===== src/rtl/mm_pkg.sv =====
// Shared types, defaults and result reduction for the serial 2x2 matrix-multiply sequencer.
// Build option: define MM_SATURATE_EN to clamp results instead of wrapping them.
package mm_pkg;

  typedef enum logic [2:0] {
    IDLE,
    LOAD_A,
    LOAD_B,
    COMPUTE,
    SEND,
    FIN
  } mm_state_t;

  localparam int MM_DW = 4;
  localparam int MM_RW = 8;

  // Result entry indices, also the order in which results leave on serial_out.
  localparam logic [1:0] C00 = 2'd0;
  localparam logic [1:0] C01 = 2'd1;
  localparam logic [1:0] C10 = 2'd2;
  localparam logic [1:0] C11 = 2'd3;

  // Reduces a dot-product sum to rw bits; rw must stay below 32.
  function automatic logic [31:0] reduce(input logic [31:0] v, input int rw);
    logic [31:0] mask;
    mask = (32'd1 << rw) - 32'd1;
`ifdef MM_SATURATE_EN
    if ((v & ~mask) != 32'd0) return mask;
`endif
    return v & mask;
  endfunction

endpackage


===== src/rtl/mm_serial_sequencer_mac.sv =====
// Shared multiply-accumulate unit: one product per cycle, summed onto the held partial.
module mm_mac
  import mm_pkg::*;
#(
  parameter int DW = MM_DW
) (
  input  logic            clk,
  input  logic            rst,
  input  logic [DW-1:0]   a,
  input  logic [DW-1:0]   b,
  input  logic            clr,
  input  logic            en,
  output logic [2*DW:0]   acc
);

  logic [2*DW:0] acc_q;
  logic [2*DW:0] prod;

  // acc is the value being accumulated this cycle, so the caller can store
  // a finished dot product in the same cycle as its second term.
  always_comb begin
    prod = {{(DW+1){1'b0}}, a} * {{(DW+1){1'b0}}, b};
    acc  = clr ? prod : acc_q + prod;
  end

  always_ff @(posedge clk) begin
    if (rst) begin
      acc_q <= '0;
    end else if (en) begin
      acc_q <= acc;
    end
  end

endmodule


===== src/rtl/mm_serial_sequencer.sv =====
// Serial 2x2 matrix-multiply sequencer: loads A and B bit-serially, runs one MAC over
// the eight partial products, then streams C00..C11 out MSB first.
module mm_serial_sequencer
  import mm_pkg::*;
#(
  parameter int DW = MM_DW,
  parameter int RW = MM_RW
) (
  input  logic clk,
  input  logic RST,
  input  logic start,
  input  logic serial_in,
  output logic serial_out,
  output logic out_valid,
  output logic done,
  output logic busy
);

  localparam int OPW     = 4 * DW;
  localparam int SW      = 4 * RW;
  localparam int CNT_TOP = (OPW > SW) ? ((OPW > 8) ? OPW : 8) : ((SW > 8) ? SW : 8);
  localparam int CW      = $clog2(CNT_TOP);

  localparam logic [CW-1:0] LOAD_LAST = CW'(OPW - 1);
  localparam logic [CW-1:0] CMP_LAST  = CW'(7);
  localparam logic [CW-1:0] SEND_LAST = CW'(SW - 1);

  mm_state_t      state, state_next;
  logic [CW-1:0]  cnt, cnt_next;
  logic           shift_a, shift_b, mac_en, mac_clr, store_c;

  logic [OPW-1:0] a_sr, b_sr;
  logic [RW-1:0]  c_reg [4];
  logic [DW-1:0]  a_el [4];
  logic [DW-1:0]  b_el [4];
  logic [DW-1:0]  mac_a, mac_b;
  logic [2*DW:0]  mac_acc;
  logic [1:0]     entry;
  logic [SW-1:0]  c_flat, c_shifted;

  // Protocol: start is a level sampled only in IDLE; there is no back-pressure,
  // out_valid marks each result bit on serial_out and done follows the last one.
  assign busy = (state != IDLE);
  assign done = (state == FIN);

  always_comb begin
    state_next = state;
    cnt_next   = cnt;
    shift_a    = 1'b0;
    shift_b    = 1'b0;
    mac_en     = 1'b0;
    mac_clr    = 1'b0;
    store_c    = 1'b0;
    case (state)
      IDLE: begin
        if (start) begin
          state_next = LOAD_A;
          cnt_next   = CW'(1);
          shift_a    = 1'b1;
        end
      end
      LOAD_A: begin
        shift_a = 1'b1;
        if (cnt == LOAD_LAST) begin
          state_next = LOAD_B;
          cnt_next   = '0;
        end else begin
          cnt_next = cnt + 1'b1;
        end
      end
      LOAD_B: begin
        shift_b = 1'b1;
        if (cnt == LOAD_LAST) begin
          state_next = COMPUTE;
          cnt_next   = '0;
        end else begin
          cnt_next = cnt + 1'b1;
        end
      end
      COMPUTE: begin
        mac_en  = 1'b1;
        mac_clr = ~cnt[0];
        store_c = cnt[0];
        if (cnt == CMP_LAST) begin
          state_next = SEND;
          cnt_next   = '0;
        end else begin
          cnt_next = cnt + 1'b1;
        end
      end
      SEND: begin
        if (cnt == SEND_LAST) begin
          state_next = FIN;
          cnt_next   = '0;
        end else begin
          cnt_next = cnt + 1'b1;
        end
      end
      FIN: begin
        state_next = IDLE;
      end
      default: begin
        state_next = IDLE;
        cnt_next   = '0;
      end
    endcase
  end

  // The first streamed element lands in the top DW bits of each shift register.
  always_comb begin
    for (int m = 0; m < 4; m++) begin
      a_el[m] = a_sr[(3-m)*DW +: DW];
      b_el[m] = b_sr[(3-m)*DW +: DW];
    end
  end

  // Step n: entry e = n>>1, k = n&1, product A[e>>1][k] * B[k][e&1].
  always_comb begin
    entry = cnt[2:1];
    mac_a = a_el[{entry[1], cnt[0]}];
    mac_b = b_el[{cnt[0], entry[0]}];
  end

  mm_mac #(.DW(DW)) u_mac (
    .clk (clk),
    .rst (RST),
    .a   (mac_a),
    .b   (mac_b),
    .clr (mac_clr),
    .en  (mac_en),
    .acc (mac_acc)
  );

  // Output bits are chosen from the next count so they appear in the cycle they belong to.
  always_comb begin
    c_flat    = {c_reg[C00], c_reg[C01], c_reg[C10], c_reg[C11]};
    c_shifted = c_flat << cnt_next;
  end

  always_ff @(posedge clk) begin
    if (RST) begin
      state      <= IDLE;
      cnt        <= '0;
      a_sr       <= '0;
      b_sr       <= '0;
      for (int i = 0; i < 4; i++) c_reg[i] <= '0;
      serial_out <= 1'b0;
      out_valid  <= 1'b0;
    end else begin
      state <= state_next;
      cnt   <= cnt_next;
      if (shift_a) a_sr <= {a_sr[OPW-2:0], serial_in};
      if (shift_b) b_sr <= {b_sr[OPW-2:0], serial_in};
      if (store_c) c_reg[entry] <= RW'(reduce(32'(mac_acc), RW));
      out_valid  <= (state_next == SEND);
      serial_out <= (state_next == SEND) & c_shifted[SW-1];
    end
  end

endmodule


===== config.mk =====
export PLATFORM = sky130hd
export DESIGN_NAME = mm_serial_sequencer
export DESIGN_NICKNAME = d
export VERILOG_FILES = /design/src/rtl/mm_pkg.sv /design/src/rtl/mm_serial_sequencer_mac.sv /design/src/rtl/mm_serial_sequencer.sv
export SDC_FILE = /design/constraint.sdc
export NUM_CORES = 1
export LEC_CHECK = 0
export BUFFER_PORTS_ARGS = -buffer_cell sky130_fd_sc_hd__buf_2
export CORE_AREA = 2 2 110 112
export CTS_BUF_LIST = sky130_fd_sc_hd__clkbuf_4
export CTS_CLUSTER_DIAMETER = 100
export CTS_CLUSTER_SIZE = 30
export DETAILED_ROUTE_END_ITERATION = 12
export DIE_AREA = 0 0 112 114
export PLACE_DENSITY = 0.52
export SETUP_SLACK_MARGIN = 0.5
export SYNTH_ARGS = -nofsm -noshare
export SYNTH_HDL_FRONTEND = slang
export SYNTH_SLANG_ARGS = --single-unit
export TNS_END_PERCENT = 10

===== constraint.sdc =====
create_clock -name clk -period 5.25 [get_ports clk]
set_clock_uncertainty 0.05 [all_clocks]
set_input_delay 1.575 -clock clk [delete_from_list [all_inputs] [get_ports clk]]
set_output_delay 1.575 -clock clk [all_outputs]
set_load 0.01 [all_outputs]

==> results of run 1 <==
worst max-delay path: stages (launching register included):
cell,delay [ps]
dfxtp_2,470
mux4_2,580
nand2_1,120
fa_1,420
inv_1,90
fa_1,410
ha_1,300
a21o_1,150
a21oi_1,240
xnor2_1,180
ha_1,300
or3_1,350
o21ai_0,110
nor3_1,70
nor3_1,300
xnor2_2,200
nor2_1,60
metrics by stage:
step	std cells	hold slack (ps)	util [%]	area (sq um)
finish	638	417	41.5	4860
CTS	638	416	41.4	4840
global placement	622	392	40.1	4700
floorplan	487	383	-	4560
detailed placement	622	399	40.1	4700
global route	638	437	41.5	4860
cells in the final DEF (no fill, tap or decap), drive strengths merged, types with 2 or more instances in the layout:
cell type | Yosys | final
nand2 | 76 | 76
nor2 | 61 | 61
a21oi | 54 | 54
dfxtp | 50 | 50
edfxtp | 32 | 32
ha | 23 | 23
inv | 20 | 21
mux2i | 20 | 20
buf | 10 | 17
and2 | 14 | 14
clkbuf | 19 | 10
a211oi | 9 | 9
xnor2 | 9 | 9
mux4 | 8 | 8
nand2b | 6 | 6
o21ai | 6 | 6
a21o | 5 | 5
o21bai | 5 | 5
or3 | 5 | 5
nor3 | 5 | 5
fa | 5 | 5
nand3 | 4 | 4
o211ai | 4 | 4
a31oi | 4 | 4
o32ai | 3 | 3
a221oi | 3 | 3
mux2 | 3 | 3
nand3b | 2 | 2
xor2 | 2 | 2
or2 | 2 | 2
o2111ai | 2 | 2
clkinvlp | 0 | 2
clkinv | 0 | 2
final cells by class:
| cell class | instances | area (sq um) |
|---|---|---|
| fill | 1181 | 6860 |
| clock inverter | 6 | 66.3 |
| timing repair buffer | 17 | 110 |
| tap | 147 | 184 |
| inverter | 20 | 75.1 |
| sequential | 82 | 1960 |
| multi-input combinational | 356 | 2380 |
| clock buffer | 10 | 75.1 |
worst max path at each step:
stage | to | slack, ps | depth (start not counted)
2_1_floorplan | c_reg[2][7]$_SDFFCE_PN0P_ | 630 | 18
5_1_grt | c_reg[3][7]$_DFFE_PP_ | 320 | 16
6_report | c_reg[3][7]$_DFFE_PP_ | 600 | 16
3_3_place_gp | c_reg[2][7]$_SDFFCE_PN0P_ | 500 | 15
4_1_cts | c_reg[2][7]$_SDFFCE_PN0P_ | 530 | 16
3_5_place_dp | c_reg[2][7]$_SDFFCE_PN0P_ | 410 | 16
power by group:
group          total [mW]  leakage (nW)  switching [mW]  internal [mW]
logic              0.0827          1.02          0.0515         0.0312
registers           0.682         0.735          0.0104          0.671
clock network       0.376        0.0707           0.224          0.151
total                1.14          1.83           0.286          0.854
layer usage:
layer  wire (microns)  vias up
li1                 -     1709
met1             4710     1573
met2             4630       41
met3              309       17
met5                0        -
met4              207        0
kinds of logic (layout without fill, tap and decap cells):
| kind of cell | Yosys count | in the layout | share of synthesized area [%] |
|---|---|---|---|
| and+or+nand+nor | 180 | 180 | 17.2 |
| AOI/OAI and AO/OA | 106 | 106 | 15.0 |
| DFF | 82 | 82 | 43.0 |
| buffers and inverters | 49 | 53 | 4.99 |
| muxes | 31 | 31 | 9.08 |
| adders and majority gates | 28 | 28 | 8.51 |
| xor gates and xnor gates | 11 | 11 | 2.11 |
==> metrics.yaml, run 1 <==
dp_hpwl_microns: 7060
track_usage_pct: 16.3
detail_route.iter0.violations: 156
clock-root-buffer: "clkbuf_4"
floorplan.die_area_sq_mm: 0.0128
report.final.setup_viol: 0
floorplan.rows: 40
post_drt_via_cell_ratio: 5.24
grt_use_met1_pct: 21.5
numCtsBuffers: 9
power_density_relative_to_cell_area_mw_per_mm2: 235
worst_setup_path_start_kind: "register"
num_io_pins: 8
yosys-top-cells-area: "dfxtp_1 (22%), edfxtp_1 (21%), ha_1 (6.3%)"
clock_tree_from_tritoncts: "done"
insertion_delay_ps: 440
yosysTopAreaCellShare_pct: 22.0
synth-edff-count: 32
postSynthCellCount: 487
setup_tns_ps: 0
antenna_found_initial: 0
post-layout-total-power_mw: 1.14
r2r.worst_path.cells: 16
clock_tree.htree_level_count: 3
clkSinkCount: 82
fmaxAchievable_mhz: 215
first_global_vias: 3216
pre_cts_slack_ps: 406
wl_per_cell_microns: 15.5
floorplan.initialDensity_pct: 38.9
worstHoldPathCells: 2
vias: 3340
asyncSetResetFlopFracSynth_pct: 0
synth_fp_nets: 519
cts_setup_buffers: 0
rr_startpoint: "cnt[0]$_SDFF_PP0_"
wire_length_of_the_first_global_routing_pass_microns: 16400
r2r_endpoint: "c_reg[3][7]$_DFFE_PP_"
gp_congestion: 0.776
critPathArrivalTime_ps: 4780
synth.top_cells.by_count: "nand2_1 (76), nor2_1 (61), a21oi_1 (53), dfxtp_1 (50), edfxtp_1 (32)"
area_growth_syn_to_layout_pct: 6.50
maxSlewViolCount: 0
ys_flop_type: "dfxtp_1"
gr-total-overflow: 0
endpoint_kind: "register"
chipHeight_microns: 114
netlist.top_cell.by_area: "dfxtp_1"
maxCapViolCount: 0
cell_with_the_most_instances_after_synthesis: "nand2_1"
report.final.hold_viol_count: 0
post-route-period-util_pct: 88.5
antenna_violating_nets_post_route: 0
hold_path.class: "reg2reg"
max_slew_margin_pct: 22.7
route.detailed.drc: 0
tightest_slew_ps: 1150
antenna-diode-count: 0
grt_setup_unrepaired: "true"
grtUsageMet2_pct: 26.7
quantity_of_gates_resized_following_cts: 1
aggregate_routed_wire_length_microns: 9860
irDropWorstVdd_mv: 0.132
die-width_microns: 112
max_reg_flops: 32
synth_cell_type_count: 55
ys_seq_area_share_pct: 43.0
clk_pin_slew_worst_paths_ps: 120
clock_tree.buffer_depth: 2
placement.io_buffers: 7
outcome: "completed"
crit_path_class: "reg2reg"
yosysWarnings: 0
groute.layer.met3.usage_pct: 3.72
regToRegSetupSlack_ps: 600
final_period_minus_worst_setup_slack_ps: 4650
timing.hold.worst_endpoint: "a_el[15]$_SDFFE_PP0P_"
syn-mean-instance-area_sq_um: 9.36
fin_ws_ps: 603
hp-start: "a_el[15]$_SDFFE_PP0P_"
coreArea_sq_mm: 0.0117
crit_path_start: "cnt[0]$_SDFF_PP0_"
static-leakage-power_nw: 1.83
largest_net_degree_at_the_start_of_global_routing: 54
first_pass_iters: 4
ctsHoldBuffers: 0
post_synth_instance_area_sq_mm: 0.00456
critPathRequiredTime_ps: 5380
drive_gt1_share_pct: 10.6
register_bit_count_reported_by_yosys: 82
final_net_count: 518
crit_path_max_fanout: 8
top_usage_layer: "met2"
(Power assumes the default switching activity.)
==> inputs of run 2 (changes only) <==
--- a/config.mk
+++ b/config.mk
@@ -13,7 +13,9 @@
 export DETAILED_ROUTE_END_ITERATION = 12
 export DIE_AREA = 0 0 112 114
 export PLACE_DENSITY = 0.52
+export REMOVE_ABC_BUFFERS = 1
 export SETUP_SLACK_MARGIN = 0.5
+export SKIP_CTS_REPAIR_TIMING = 1
 export SYNTH_ARGS = -nofsm -noshare
 export SYNTH_HDL_FRONTEND = slang
 export SYNTH_SLANG_ARGS = --single-unit
==> run 2 against run 1 <==
- final area rose by 0.23%
- sequential power barely moved
- sequential share of layout area barely moved
- core utilization rose by 0.096 points
- cell count did not move
- combinational power rose by 0.6%
- flip-flop and latch count did not move
- first-iteration DRC count fell by 21%
- wire length rose by 3.8%
- clock-buffer cell count rose by 1
- non-clock buffer count did not move
==> metrics.yaml, run 2 (synthesis results as in run 1) <==
fmaxAchievable_mhz: 221  # was 215 MHz
clock_tree.buffer_depth: 2  # unchanged
groute.layer.met3.usage_pct: 3.67  # was 3.72%
largest_net_degree_at_the_start_of_global_routing: 54  # unchanged
num_io_pins: 8  # unchanged
chipHeight_microns: 114  # unchanged
n_fill_cell: 1175  # was 1,181
setup_tns_ps: 0  # unchanged
first_pass_iters: 4  # unchanged
max_reg_flops: 32  # unchanged
vias: 3403  # was 3,340
clock_tree.htree_level_count: 3  # unchanged
worst_setup_path_start_kind: "register"  # unchanged
route.detailed.drc: 0  # unchanged
critPathRequiredTime_ps: 5420  # was 5380 ps
postLayoutCoreUtil_pct: 41.6  # was 41.5%
report.final.setup_viol: 0  # unchanged
maxCapViolCount: 0  # unchanged
report.final.hold_viol_count: 0  # unchanged
first_global_vias: 3223  # was 3,216
crit_path_class: "reg2reg"  # unchanged
hold_path.class: "reg2reg"  # unchanged
drive_gt1_share_pct: 11.2  # was 10.6%
detail_route.iter0.violations: 123  # was 156
antenna_violating_nets_post_route: 0  # unchanged
placement.io_buffers: 7  # unchanged
post-layout-total-power_mw: 1.15  # was 1.14 mW
antenna_found_initial: 0  # unchanged
gr-total-overflow: 0  # unchanged
irDropWorstVdd_mv: 0.130  # was 0.132 mV
final_common_cell: "nand2_1"  # unchanged
worstHoldPathCells: 2  # unchanged
aggregate_routed_wire_length_microns: 10200  # was 9860 microns
critPathArrivalTime_ps: 4700  # was 4780 ps
timing.hold.worst_endpoint: "a_el[15]$_SDFFE_PP0P_"  # unchanged
floorplan.initialDensity_pct: 38.9  # unchanged
power_density_relative_to_cell_area_mw_per_mm2: 236  # was 235 mW/mm^2
floorplan.die_area_sq_mm: 0.0128  # unchanged
crit_path_max_fanout: 8  # unchanged
max_slew_margin_pct: 27.2  # was 22.7%
clk_pin_slew_worst_paths_ps: 130  # was 120 ps
top_usage_layer: "met2"  # unchanged
wire_length_of_the_first_global_routing_pass_microns: 17100  # was 16,400 microns
final_period_minus_worst_setup_slack_ps: 4530  # was 4650 ps
wl_per_cell_microns: 16.0  # was 15.5 microns
gp_congestion: 0.794  # was 0.776
post_drt_via_cell_ratio: 5.33  # was 5.24
rr_startpoint: "cnt[0]$_SDFF_PP0_"  # unchanged
r2r.worst_path.cells: 17  # was 16
regToRegSetupSlack_ps: 720  # was 600 ps
die-width_microns: 112  # unchanged
maxSlewViolCount: 0  # unchanged
tightest_slew_ps: 1090  # was 1150 ps
grtUsageMet2_pct: 27.8  # was 26.7%
area_growth_syn_to_layout_pct: 6.75  # was 6.50%
outcome: "completed"  # unchanged
numCtsBuffers: 9  # unchanged
final_net_count: 518  # unchanged
endpoint_kind: "register"  # unchanged
static-leakage-power_nw: 1.83  # about the same
clock_tree_from_tritoncts: "done"  # unchanged
layout_common_cells: "nand2_1 (76), nor2_1 (61), a21oi_1 (52), dfxtp_1 (48), edfxtp_1 (32)"  # unchanged
post-route-period-util_pct: 86.2  # was 88.5%
antenna-diode-count: 0  # unchanged
coreArea_sq_mm: 0.0117  # unchanged
grt_use_met1_pct: 23.0  # was 21.5%
clkSinkCount: 82  # unchanged
floorplan.rows: 40  # unchanged
clock-root-buffer: "clkbuf_4"  # unchanged
hp-start: "a_el[15]$_SDFFE_PP0P_"  # unchanged
r2r_endpoint: "c_reg[2][5]$_SDFFCE_PN0P_"  # was c_reg[3][7]$_DFFE_PP_
track_usage_pct: 17.4  # was 16.3%
grt_setup_unrepaired: "true"  # unchanged
insertion_delay_ps: 460  # was 440 ps
dp_hpwl_microns: 7350  # was 7060 microns
==> run 2: changes by cell type in the layout (fill, tap and decap cells not counted), sizes merged <==
cell and delta:
clkinv -2, clkbuf +1, inv +1
==> run 2: cell type report <==
type	instances	area (sq um)	share of cell area, %
inverters	20	75.1	1.54
repair buffers	17	114	2.34
flip-flops and latches	82	1970	40.4
clock inverters	5	55.1	1.13
well taps	147	184	3.78
multi-input cells	356	2390	49.1
clock buffers	11	82.6	1.70
==> run 2: worst max-delay path, stage by stage (launching register included) <==
cell      delay, ps
dfxtp_4         410
mux4_2          380
nand2_1          80
fa_1            530
inv_1            50
fa_1            560
inv_1            60
fa_1            560
inv_1            50
ha_1            310
inv_1            50
o21bai_1        230
a21oi_1         120
xor2_1          150
nor2_1           50
a21oi_1         370
buf_4           210
nor2_1           50
==> run 2: how the worst max path moves through the flow <==
stage,to,cells after the start,start
3_3_place_gp,c_reg[2][7]$_SDFFCE_PN0P_,16,cnt[0]$_SDFF_PP0_
2_1_floorplan,c_reg[2][7]$_SDFFCE_PN0P_,16,cnt[0]$_SDFF_PP0_
6_report,c_reg[2][5]$_SDFFCE_PN0P_,17,cnt[0]$_SDFF_PP0_
4_1_cts,c_reg[2][7]$_SDFFCE_PN0P_,15,cnt[0]$_SDFF_PP0_
5_1_grt,c_reg[2][7]$_SDFFCE_PN0P_,18,cnt[0]$_SDFF_PP0_
3_5_place_dp,c_reg[2][7]$_SDFFCE_PN0P_,15,cnt[0]$_SDFF_PP0_
==> run 2: routing by layer <==
| layer | vias up | part of all wire, % |
|---|---|---|
| li1 | 1708 | - |
| met3 | 12 | 3.9 |
| met2 | 48 | 47 |
| met4 | 0 | 1.8 |
| met5 | - | 0 |
| met1 | 1635 | 47 |
==> run 2: through the flow <==
| step | hold WS, ps | setup slack (ps) | instance area, sq um | std cells |
|---|---|---|---|---|
| after global routing | 430 | 453 | 4870 | 638 |
| after CTS | 421 | 359 | 4840 | 638 |
| after detailed placement | 398 | 382 | 4700 | 622 |
| after global placement | 397 | 524 | 4700 | 622 |
| after floorplan | 377 | 537 | 4410 | 458 |
| final | 420 | 725 | 4870 | 638 |
==> run 2: power by group <==
part | internal [mW] | switching [mW] | leakage [nW] | total (mW)
clock network | 0.155 | 0.229 | 0.0737 | 0.384
logic | 0.0317 | 0.0515 | 1.02 | 0.0832
registers | 0.671 | 0.0108 | 0.735 | 0.682
==> inputs of run 3 (changes only) <==
--- a/config.mk
+++ b/config.mk
@@ -6,13 +6,15 @@
 export NUM_CORES = 1
 export LEC_CHECK = 0
 export BUFFER_PORTS_ARGS = -buffer_cell sky130_fd_sc_hd__buf_2
+export CELL_PAD_IN_SITES_DETAIL_PLACEMENT = 1
+export CELL_PAD_IN_SITES_GLOBAL_PLACEMENT = 1
 export CORE_AREA = 2 2 110 112
 export CTS_BUF_LIST = sky130_fd_sc_hd__clkbuf_4
 export CTS_CLUSTER_DIAMETER = 100
 export CTS_CLUSTER_SIZE = 30
 export DETAILED_ROUTE_END_ITERATION = 12
 export DIE_AREA = 0 0 112 114
-export PLACE_DENSITY = 0.52
+export PLACE_DENSITY = 0.64
 export REMOVE_ABC_BUFFERS = 1
 export SETUP_SLACK_MARGIN = 0.5
 export SKIP_CTS_REPAIR_TIMING = 1
==> run 3 against run 2 <==
- via count fell by 0.15%
- first-iteration DRC count fell by 25%
- critical path type unchanged
- register-to-register slack got worse by 90 ps
- sequential share of layout area fell by 0.18 points
==> metrics.yaml, run 3 (synthesis results as in run 1) <==
outcome: "completed"  # unchanged
aggregate_routed_wire_length_microns: 11100  # was 10,200 microns
power_density_relative_to_cell_area_mw_per_mm2: 237  # was 236 mW/mm^2
endpoint_kind: "register"  # unchanged
chipHeight_microns: 114  # unchanged
numCtsBuffers: 9  # unchanged
hold-worst-slack_ps: 419  # was 420 ps
clock_tree.buffer_depth: 2  # unchanged
post-layout-total-power_mw: 1.16  # was 1.15 mW
static-leakage-power_nw: 1.83  # about the same
num_io_pins: 8  # unchanged
critPathRequiredTime_ps: 5420  # about the same
coreArea_sq_mm: 0.0117  # unchanged
critPathArrivalTime_ps: 4780  # was 4700 ps
crit_path_class: "reg2reg"  # unchanged
antenna-diode-count: 0  # unchanged
dp_hpwl_microns: 8200  # was 7350 microns
floorplan.initialDensity_pct: 38.9  # unchanged
final_period_minus_worst_setup_slack_ps: 4610  # was 4530 ps
detail_route.iter0.violations: 92  # was 123
clock_tree.htree_level_count: 3  # unchanged
max_slew_margin_pct: 20.6  # was 27.2%
clkSinkCount: 82  # unchanged
vias: 3398  # was 3,403
antenna_found_initial: 0  # unchanged
p_sw_share_pct: 26.5  # was 25.4%
gp_congestion: 0.768  # was 0.794
maxCapViolCount: 0  # unchanged
post_layout_instance_area_sq_mm: 0.00489  # was 0.00487 sq mm
crit_path_max_fanout: 5  # was 8
wire_length_of_the_first_global_routing_pass_microns: 18500  # was 17,100 microns
clock-root-buffer: "clkbuf_4"  # unchanged
track_usage_pct: 18.6  # was 17.4%
clock_tree_from_tritoncts: "done"  # unchanged
share_comb_of_total_power_pct: 7.1  # was 7.2%
hold_path.class: "reg2reg"  # unchanged
postLayoutCoreUtil_pct: 41.7  # was 41.6%
post_drt_via_cell_ratio: 5.33  # about the same
fmaxAchievable_mhz: 217  # was 221 MHz
seq_area_sq_mm: 0.00197  # unchanged
insertion_delay_ps: 470  # was 460 ps
final_net_count: 518  # unchanged
max_reg_flops: 32  # unchanged
worst_setup_path_start_kind: "register"  # unchanged
irDropWorstVdd_mv: 0.147  # was 0.130 mV
tightest_slew_ps: 1190  # was 1090 ps
wl_per_cell_microns: 17.5  # was 16.0 microns
share_seq_of_total_power_pct: 59.0  # was 59.3%
report.final.hold_viol_count: 0  # unchanged
route.detailed.drc: 0  # unchanged
final_common_cell: "nand2_1"  # unchanged
n_fill_cell: 1401  # was 1,175
antenna_violating_nets_post_route: 0  # unchanged
first_pass_iters: 4  # unchanged
post-route-period-util_pct: 87.9  # was 86.2%
grt_setup_unrepaired: "true"  # unchanged
first_global_vias: 3516  # was 3,223
largest_net_degree_at_the_start_of_global_routing: 45  # was 54
setup_tns_ps: 0  # unchanged
clk_pin_slew_worst_paths_ps: 140  # was 130 ps
layout_common_cells: "nand2_1 (75), nor2_1 (61), a21oi_1 (51), dfxtp_1 (48), edfxtp_1 (32)"  # was nand2_1 (76), nor2_1 (61), a21oi_1 (52), dfxtp_1 (48), edfxtp_1 (32)
maxSlewViolCount: 0  # unchanged
clock_power_share_pct: 33.9  # was 33.4%
dpl-instance-area_sq_mm: 0.00470  # about the same
total_area_of_multi_input_combinational_cells_sq_mm: 0.00241  # was 0.00239 sq mm
area_growth_syn_to_layout_pct: 7.22  # was 6.75%
drive_gt1_share_pct: 12.2  # was 11.2%
floorplan.rows: 40  # unchanged
placement.io_buffers: 7  # unchanged
internal_power_mw: 0.851  # was 0.858 mW
die-width_microns: 112  # unchanged
report.final.setup_viol: 0  # unchanged
p_switching_mw: 0.307  # was 0.292 mW
gr-total-overflow: 0  # unchanged
floorplan.die_area_sq_mm: 0.0128  # unchanged
[run 3: through the flow]
step / cells / setup slack (ps)
2_1_floorplan: 458 / 537
3_3_place_gp: 621 / 515
3_5_place_dp: 621 / 305
4_1_cts: 637 / 276
5_1_grt: 638 / 438
6_report: 638 / 638
[run 3: final timing paths]
path	from	to	slack, ps	cells past startpoint
setup / recovery	cnt[1]$_SDFF_PP0_	c_reg[2][7]$_SDFFCE_PN0P_	640	16
hold / removal	b_el[15]$_SDFFE_PP0P_	b_el[15]$_SDFFE_PP0P_	420	2
setup reg to reg	cnt[1]$_SDFF_PP0_	c_reg[2][7]$_SDFFCE_PN0P_	640	16
hold reg to reg	b_el[15]$_SDFFE_PP0P_	b_el[15]$_SDFFE_PP0P_	420	2
[run 3: critical path, cell delays in order, from the launching register on]
cell	delay [ps]
dfxtp_2	450
mux4_2	570
nand2_1	120
fa_1	430
inv_1	90
fa_1	410
ha_1	310
a21o_1	180
a21oi_2	180
xnor2_1	170
ha_1	300
or3_1	370
o21ai_1	140
o21a_1	150
nor3_2	60
xnor2_2	300
nor2_1	90
[run 3: power groups by stage]
| stage | Clock (mW) | Combinational [mW] | Sequential [mW] |
|---|---|---|---|
| 3_3_place_gp | 0 | 0.0815 | 0.696 |
| 2_1_floorplan | 0 | 0.0517 | 0.695 |
| 6_report | 0.392 | 0.0827 | 0.683 |
| 5_1_grt | 0.428 | 0.0918 | 0.686 |
| 3_5_place_dp | 0 | 0.0840 | 0.697 |
| 4_1_cts | 0.409 | 0.0842 | 0.683 |
[run 3: layout make-up]
class                      instances  area share (%)
clock buffer                       9            1.38
clock inverter                     7            1.59
inverter                          20            1.54
multi-input combinational        356            49.2
sequential                        82            40.2
tap                              147            3.76
timing repair buffer              17            2.25
[run 3: routing by layer]
layer / GRT usage (%) / part of all wire (%) / vias to the layer above
met3: 3.19 / 1.5 / 11
met4: 6.34 / 1.3 / 0
met1: 22.7 / 46 / 1666
met5: 0 / 0 / -
met2: 33.3 / 51 / 16
li1: - / - / 1705
